File: src/rtl/deb_uart_framer_if.sv
// Bus between the debug UART framer, its PISO source and the frame requester.
// master: the framer side; slave: the PISO/requester side.
interface deb_uart_framer_if;
    logic       DEB_REQ;
    logic [7:0] D_IN;
    logic       EN_PISO_DEB;
    logic       SHIFT_DEB;
    logic       CLR_PISO_DEB;
    logic       TXD;
    logic       BUSY;
    logic       DONE;

    modport master (
        input  DEB_REQ,
        input  D_IN,
        output EN_PISO_DEB,
        output SHIFT_DEB,
        output CLR_PISO_DEB,
        output TXD,
        output BUSY,
        output DONE
    );

    modport slave (
        output DEB_REQ,
        output D_IN,
        input  EN_PISO_DEB,
        input  SHIFT_DEB,
        input  CLR_PISO_DEB,
        input  TXD,
        input  BUSY,
        input  DONE
    );
endinterface

File: src/rtl/deb_uart_framer.sv
// Pulls N_BYTES from the debug PISO and sends SYNC + payload + XOR checksum on a UART 8N1 line.
// Optional macro DEB_FRAME_CNT_EN: inserts an 8-bit frame counter byte right after SYNC.
module deb_uart_framer #(
    parameter int unsigned CLKS_PER_BIT = 868,
    parameter logic [7:0]  SYNC_BYTE    = 8'hA5,
    parameter int unsigned N_BYTES      = 12
) (
    input  logic               CLKEXT,
    input  logic               RST_GLO,
    deb_uart_framer_if.master  bus
);

    localparam int unsigned    BAUD_W    = (CLKS_PER_BIT > 1) ? $clog2(CLKS_PER_BIT) : 1;
    localparam int unsigned    CNT_W     = $clog2(N_BYTES + 1);
    localparam logic [BAUD_W-1:0] BAUD_LAST = BAUD_W'(CLKS_PER_BIT - 1);
    localparam logic [BAUD_W-1:0] BAUD_ONE  = BAUD_W'(1);
    localparam logic [CNT_W-1:0]  CNT_LAST  = CNT_W'(N_BYTES);
    localparam logic [CNT_W-1:0]  CNT_ONE   = CNT_W'(1);

    typedef enum logic [2:0] {
        S_IDLE,
        S_LOAD,
        S_TX,
        S_SHIFT,
        S_CAPT,
        S_FIN
    } state_t;

    typedef enum logic [1:0] {
        SEL_SYNC,
        SEL_FCNT,
        SEL_DATA,
        SEL_CSUM
    } sel_t;

    state_t            state;
    state_t            state_nx;
    sel_t              tx_sel;
    logic [7:0]        tx_byte;
    logic [7:0]        csum;
    logic [3:0]        bit_cnt;
    logic [BAUD_W-1:0] baud_cnt;
    logic [CNT_W-1:0]  byte_cnt;
    logic [2:0]        data_idx;
    logic              bit_end;
    logic              tx_end;
    logic              start_fcnt;
    logic              start_csum;
`ifdef DEB_FRAME_CNT_EN
    logic [7:0]        frame_cnt;
`endif

    assign bit_end  = (baud_cnt == BAUD_LAST);
    assign tx_end   = bit_end && (bit_cnt == 4'd9);
    assign data_idx = 3'(bit_cnt - 4'd1);

    always_ff @(posedge CLKEXT) begin
        if (RST_GLO) begin
            state     <= S_IDLE;
            tx_sel    <= SEL_SYNC;
            tx_byte   <= '0;
            csum      <= '0;
            bit_cnt   <= '0;
            baud_cnt  <= '0;
            byte_cnt  <= '0;
`ifdef DEB_FRAME_CNT_EN
            frame_cnt <= '0;
`endif
        end else begin
            state <= state_nx;
            case (state)
                S_LOAD: begin
                    csum     <= '0;
                    byte_cnt <= '0;
                    tx_byte  <= SYNC_BYTE;
                    tx_sel   <= SEL_SYNC;
                    bit_cnt  <= '0;
                    baud_cnt <= '0;
                end
                S_TX: begin
                    if (bit_end) begin
                        baud_cnt <= '0;
                        bit_cnt  <= (bit_cnt == 4'd9) ? 4'd0 : bit_cnt + 4'd1;
                    end else begin
                        baud_cnt <= baud_cnt + BAUD_ONE;
                    end
`ifdef DEB_FRAME_CNT_EN
                    if (start_fcnt) begin
                        tx_byte <= frame_cnt;
                        csum    <= csum ^ frame_cnt;
                        tx_sel  <= SEL_FCNT;
                    end
`endif
                    if (start_csum) begin
                        tx_byte <= csum;
                        tx_sel  <= SEL_CSUM;
                    end
                end
                S_CAPT: begin
                    tx_byte  <= bus.D_IN;
                    csum     <= csum ^ bus.D_IN;
                    byte_cnt <= byte_cnt + CNT_ONE;
                    tx_sel   <= SEL_DATA;
                    bit_cnt  <= '0;
                    baud_cnt <= '0;
                end
`ifdef DEB_FRAME_CNT_EN
                S_FIN: frame_cnt <= frame_cnt + 8'd1;
`endif
                default: ;
            endcase
        end
    end

    always_comb begin
        state_nx         = state;
        start_fcnt       = 1'b0;
        start_csum       = 1'b0;
        bus.EN_PISO_DEB  = 1'b0;
        bus.SHIFT_DEB    = 1'b0;
        bus.CLR_PISO_DEB = 1'b0;
        bus.BUSY         = 1'b0;
        bus.DONE         = 1'b0;
        bus.TXD          = 1'b1;
        unique case (state)
            S_IDLE: begin
                if (bus.DEB_REQ) state_nx = S_LOAD;
            end
            S_LOAD: begin
                bus.EN_PISO_DEB = 1'b1;
                bus.BUSY        = 1'b1;
                state_nx        = S_TX;
            end
            S_TX: begin
                bus.BUSY = 1'b1;
                case (bit_cnt)
                    4'd0:    bus.TXD = 1'b0;
                    4'd9:    bus.TXD = 1'b1;
                    default: bus.TXD = tx_byte[data_idx];
                endcase
                // The frame counter follows SYNC back-to-back, skipping the PISO handshake.
                if (tx_end) begin
                    if (tx_sel == SEL_CSUM) state_nx = S_FIN;
`ifdef DEB_FRAME_CNT_EN
                    else if (tx_sel == SEL_SYNC) start_fcnt = 1'b1;
`endif
                    else if (byte_cnt < CNT_LAST) state_nx = S_SHIFT;
                    else start_csum = 1'b1;
                end
            end
            S_SHIFT: begin
                bus.EN_PISO_DEB = 1'b1;
                bus.SHIFT_DEB   = 1'b1;
                bus.BUSY        = 1'b1;
                state_nx        = S_CAPT;
            end
            S_CAPT: begin
                bus.BUSY = 1'b1;
                state_nx = S_TX;
            end
            S_FIN: begin
                bus.DONE         = 1'b1;
                bus.CLR_PISO_DEB = 1'b1;
                state_nx         = bus.DEB_REQ ? S_LOAD : S_IDLE;
            end
            default: state_nx = S_IDLE;
        endcase
    end

endmodule

File: src/flat_wrapper.sv
// flat-port wrapper written by rule: the top's interface ports become plain ports
module deb_uart_framer_flat 
#(
    parameter int unsigned CLKS_PER_BIT = 868,
    parameter logic [7:0]  SYNC_BYTE    = 8'hA5,
    parameter int unsigned N_BYTES      = 12
)
  (CLKEXT, RST_GLO, bus_DEB_REQ, bus_D_IN, bus_EN_PISO_DEB, bus_SHIFT_DEB, bus_CLR_PISO_DEB, bus_TXD, bus_BUSY, bus_DONE);
  deb_uart_framer_if bus_i ();
  input  logic CLKEXT;
  input  logic RST_GLO;
  input wire logic [$bits(bus_i.DEB_REQ)-1:0] bus_DEB_REQ;
  input wire logic [$bits(bus_i.D_IN)-1:0] bus_D_IN;
  output wire logic [$bits(bus_i.EN_PISO_DEB)-1:0] bus_EN_PISO_DEB;
  output wire logic [$bits(bus_i.SHIFT_DEB)-1:0] bus_SHIFT_DEB;
  output wire logic [$bits(bus_i.CLR_PISO_DEB)-1:0] bus_CLR_PISO_DEB;
  output wire logic [$bits(bus_i.TXD)-1:0] bus_TXD;
  output wire logic [$bits(bus_i.BUSY)-1:0] bus_BUSY;
  output wire logic [$bits(bus_i.DONE)-1:0] bus_DONE;
  assign bus_i.DEB_REQ = bus_DEB_REQ;
  assign bus_i.D_IN = bus_D_IN;
  assign bus_EN_PISO_DEB = bus_i.EN_PISO_DEB;
  assign bus_SHIFT_DEB = bus_i.SHIFT_DEB;
  assign bus_CLR_PISO_DEB = bus_i.CLR_PISO_DEB;
  assign bus_TXD = bus_i.TXD;
  assign bus_BUSY = bus_i.BUSY;
  assign bus_DONE = bus_i.DONE;
  deb_uart_framer #(.CLKS_PER_BIT(CLKS_PER_BIT), .SYNC_BYTE(SYNC_BYTE), .N_BYTES(N_BYTES)) u_core (.CLKEXT(CLKEXT), .RST_GLO(RST_GLO), .bus(bus_i));
endmodule
File: config.mk
export PLATFORM = sky130hd
export DESIGN_NAME = deb_uart_framer_flat
export DESIGN_NICKNAME = d
export VERILOG_FILES = /design/src/rtl/deb_uart_framer_if.sv /design/src/rtl/deb_uart_framer.sv /design/src/flat_wrapper.sv
export SDC_FILE = /design/constraint.sdc
export NUM_CORES = 1
export LEC_CHECK = 0
export ABC_AREA = 1
export CAP_MARGIN = 20
export CORE_ASPECT_RATIO = 0.75
export CORE_MARGIN = 1
export CORE_UTILIZATION = 58
export DETAILED_ROUTE_END_ITERATION = 8
export PLACE_DENSITY_LB_ADDON = 0.3
export RECOVER_POWER = 25
export SETUP_SLACK_MARGIN = 0.5
export SLEW_MARGIN = 20
export SYNTH_ARGS = -nofsm -noshare
export SYNTH_HDL_FRONTEND = slang
export SYNTH_SLANG_ARGS = --single-unit
File: constraint.sdc
create_clock -name CLKEXT -period 1.82 [get_ports CLKEXT]
set_clock_uncertainty 0.1 [all_clocks]
set_input_delay 0.182 -clock CLKEXT [delete_from_list [all_inputs] [get_ports CLKEXT]]
set_output_delay 0.182 -clock CLKEXT [all_outputs]
set_load 0.1 [all_outputs]
==> results of run 1 <==
stage by stage:
step	setup slack [ps]	hold slack, ps	area (sq um)	std cells	utilization [%]
2_1_floorplan	-435	187	2310	314	-
3_5_place_dp	55.7	360	2550	376	74.5
3_3_place_gp	121	351	2550	376	74.5
4_1_cts	-80.4	378	3210	413	93.8
kinds of logic after synthesis:
group / share of synthesized area (%)
fa+ha+maj: 2.89
flops: 36.1
compound gates: 14.9
simple gates: 34.1
buf+inv: 10.8
xor+xnor: 1.21
synth_stat cells (3+ instances only):
| master | n | share of area, % |
|---|---|---|
| a211oi_1 | 7 | 2.4 |
| a21oi_1 | 23 | 5.3 |
| a31oi_1 | 3 | 0.87 |
| buf_6 | 3 | 1.6 |
| clkbuf_1 | 4 | 0.69 |
| dfxtp_1 | 39 | 36 |
| ha_1 | 5 | 2.9 |
| inv_1 | 37 | 6.4 |
| inv_2 | 3 | 0.52 |
| nand2_1 | 72 | 12 |
| nand2_2 | 3 | 0.87 |
| nand2_4 | 3 | 1.6 |
| nand3_1 | 24 | 5.6 |
| nand4_1 | 3 | 0.87 |
| nor2_1 | 41 | 7.1 |
| nor3_1 | 6 | 1.4 |
| o21ai_0 | 16 | 3.7 |
repair_timing:
item	in CTS
setup buffers	27
setup endpoints to repair	42
gates resized for setup	90
cloned	2
pin swaps	33
==> key figures, run 1 <==
Logic synthesis
  • Share of flip-flops with an asynchronous set or reset: 0%
  • Post-synthesis sequential area ratio: 36.1%
  • Net Count, Synth: 330
  • Syn. warnings: 0
  • Number of synthesized register bits: 39
  • Ys flop type: dfxtp_1
  • Unique masters post-synth: 33
  • Mapped Area: 2160 sq um
  • Syn Area/Cell: 6.89 sq um
  • Post-synthesis instance total: 314
  • Number of enable flip-flop cells after synthesis: 0

CTS
  • CTS buffer count: 5
  • CTS Root Cell: clkbuf_8
  • Max H-tree Level: 2
  • CTS Sinks: 39
  • CTS Buffer Depth: 2
  • Post-CTS Hold Buffers: 0

Global route
  • Pin count of the biggest net entering global routing: 19

Outcome
  • Status: aborted with a tool error
  • First error: [ERROR DPL-0038] Utilization greater than 100%, impossible to legalize
  • Failed at: global routing (5_1_grt)

Floorplan
  • DIE WIDTH: 72.5 um
  • I/O pin count: 17
  • Row cnt: 18
  • Die Ht: 54.9 um
  • Initial Utilization: 63.2%

Place
  • Hpwl dp: 3710 um
  • Final Wtd Congestion: 0.849
  • Port Buffer Count: 16

Timing
  • Worst setup endpoint GRT: bus_TXD
  • Worst EP Category: top-level output
==> run 2, diff against run 1 <==
CORE_ASPECT_RATIO = unset   (was 0.75)
CORE_UTILIZATION = 40   (was 58)
PLACE_DENSITY_LB_ADDON = 0.15   (was 0.3)
SETUP_SLACK_MARGIN = unset   (was 0.5)
==> key figures, run 2 <==
Outcome
  • Status: finished, violations left
  • Failing checks: negative setup slack

Pwr
  • Tot Pwr: 3.83 mW
  • Reg power frac: 29.0%
  • Clock power share: 17.3%
  • Worst VDD drop: 0.951 mV
  • NetSw: 1.75 mW
  • Power density cells: 1410 nW/um^2
  • Power share of the combinational group: 53.7%
  • Power Internal: 2.07 mW
  • P_leak: 1.07 nW
  • Sw Ratio: 45.8%

Cells and area
  • Commonest non-fill, non-tap cell in the layout: nand2_1
  • Largest registers: u_core.baud_cnt (10), u_core.csum (8), u_core.tx_byte (8)
  • Final #Nets: 360
  • Final std cells w/o fill: 415
  • Filler instances: 490
  • Post-route cell area: 2710 sq um
  • Antenna cells: 0
  • Area Growth Syn to Fin: 25.1%
  • Max FFs per register: 10
  • Share of layout cells above drive strength 1: 18.3%
  • Register bank with the most flops: u_core.baud_cnt
  • Most frequent cells in the layout: 72 x nand2_1, 38 x nor2_1, 35 x dfxtp_1

Logic synthesis
  • Ys flop type: dfxtp_1
  • Number of enable flip-flop cells after synthesis: 0 (unchanged)
  • Syn. warnings: 0 (unchanged)
  • Unique masters post-synth: 33 (unchanged)
  • Share of flip-flops with an asynchronous set or reset: 0% (unchanged)
  • Area share of the largest cell type after synthesis: 36.1% (unchanged)
  • Leading area contributor after synthesis: dfxtp_1
  • Mapped Area: 2160 sq um (unchanged)
  • Top-count cell post-synth: nand2_1
  • Post-synthesis sequential area ratio: 36.1% (unchanged)
  • Syn Area/Cell: 6.89 sq um (unchanged)
  • Number of synthesized register bits: 39 (unchanged)
  • Net Count, Synth: 330 (unchanged)
  • Synth top cells by count: 72 x nand2_1, 41 x nor2_1, 39 x dfxtp_1, 37 x inv_1, 24 x nand3_1
  • Post-synthesis instance total: 314 (unchanged)
  • Synth area leaders: dfxtp_1 36%, nand2_1 12%, nor2_1 7.1%, inv_1 6.4%, nand3_1 5.6%

Floorplan
  • Total core area: 5170 sq um
  • Die Ht: 75.5 um (+38%)
  • Initial Utilization: 41.8% (-21 points)
  • Row cnt: 26 (+8)
  • I/O pin count: 17 (unchanged)
  • DIE AREA: 5710 sq um
  • DIE WIDTH: 75.5 um (+4.2%)

Timing
  • Hold Fails Final Rpt: 0
  • Period Utilization, post-route: 107%
  • Tightest Pin Transition: 535 ps
  • Endpoints failing setup: 8
  • Min cycle time layout: 1940 ps
  • F_max: 514 MHz
  • Final worst setup slack: -124 ps
  • RSZ-0062 raised after global routing: true
  • Slew Limit Fails: 0
  • Rel. slew slack: 64.3%

Place
  • Dpl cell area: 2530 sq um (-0.93%)
  • Final Wtd Congestion: 0.804 (-5.4%)
  • Placed cells: 400 (+6.4%)
  • Hpwl dp: 3460 um (-6.8%)
  • Port Buffer Count: 16 (unchanged)

Global route
  • Grt ovf: 0
  • Global-route wire length before repair: 7940 um
  • Vias in the first global route: 1,739
  • Pin count of the biggest net entering global routing: 19
  • GR Util All Layers: 18.5%
  • Antenna violations before repair: 0

Drt
  • DR vias: 2,002
  • DR vias/cell: 4.82
  • Drt drc: 0
  • Initial drt markers: 65
  • DRT Wirelength: 4740 um
  • DR pass1 iterations: 4
  • Routed WL per cell: 11.4 um
  • ANT nets after route: 0

CTS
  • Reg clk slew, reported paths: 80 ps
  • Clk_lat worst skew: 290 ps
  • CTS Sinks: 39 (unchanged)
  • CTS Buffer Depth: 2 (unchanged)
  • Post-CTS Hold Buffers: 0 (unchanged)
  • CTS tree: built
  • Max H-tree Level: 2 (unchanged)
  • CTS Root Cell: clkbuf_8
  • CTS buffer count: 5 (unchanged)

Setup path
  • Crit path DAT: 1660 ps
  • Crit. End Element: output pin
  • CP max FO: 4
  • Worst Setup Start Kind: flop
  • WS Path Type: flop to output pin
  • Critical Path RT: 1540 ps

Job
  • Max-Cap Viols: 0

Worst hold path
  • Hold Path Class: flop to flop
## run 2: cell counts after synthesis
Identical to the previous run, type by type.
## run 2: through the flow
stage | worst slack [ps] | setup TNS [ps] | utilization (%) | hold slack, ps
floorplan | -435 | -620 | - | 187
global placement | 130 | 0 | 48.8 | 353
detailed placement | 85.9 | 0 | 48.8 | 356
CTS | -126 | -126 | 51.8 | 371
global route | -220 | -2340 | 52.3 | 382
finish | -124 | -287 | 52.3 | 364
## run 2: what timing repair did
item	4_1_cts	5_1_grt
setup endpoints to repair	2	8
gates resized for setup	8	8
setup buffers	5	2
pin swaps	2	3
## run 2: cell families (layout without fill, tap and decap cells)
family,count (synthesis),count (layout),share of synthesized area (%)
AO/OA/AOI/OAI,56,56,14.9
XOR/XNOR,3,3,1.21
adder cells (fa/ha/maj),5,5,2.89
buffers and inverters,52,83,10.8
flip-flops,39,39,36.1
AND/OR/NAND/NOR,159,159,34.1
## run 2: worst max-delay path, stage by stage, from the launching register on
cell and delay [ps]:
dfxtp_4 380, inv_4 40, ha_4 290, inv_4 30, a21oi_2 80, o21ai_1 60, o2111ai_1 70, nand4_1 190
buf_12 220
## run 2: final timing paths
kind | start | to | slack, ps | depth (start not counted)
max | u_core.bit_cnt[0] | bus_TXD | -120 | 8
min | u_core.csum[7] | u_core.csum[7] | 360 | 1
max reg2reg | u_core.state[2] | u_core.csum[5] | -50 | 9
min reg2reg | u_core.csum[7] | u_core.csum[7] | 360 | 1
## run 2: area by class of cell
cell class / instances / area, sq um / area share (%)
timing repair buffer: 33 / 345 / 12.8
tap: 70 / 87.6 / 3.24
sequential: 39 / 788 / 29.1
multi-input combinational: 223 / 1210 / 44.6
clock buffer: 7 / 96.3 / 3.56
clock inverter: 1 / 7.51 / 0.277
inverter: 42 / 174 / 6.43
## run 2: power by group through the flow
stage	Clock [mW]	Sequential [mW]	Combinational, mW
2_1_floorplan	0	1.10	1.52
3_3_place_gp	0	1.12	1.99
3_5_place_dp	0	1.12	2.00
4_1_cts	0.680	1.10	2.05
5_1_grt	0.729	1.13	2.24
6_report	0.662	1.11	2.05
## run 2: routing by layer
layer  GRT usage, %  routed length, um  share of wire (%)
met2           30.6               2220                 47
met3           3.97                155                3.3
met5              0                  0                  0
met1           24.4               2310                 49
met4           5.56                 53                1.1
Note: power is estimated with default switching activity, not from simulation.
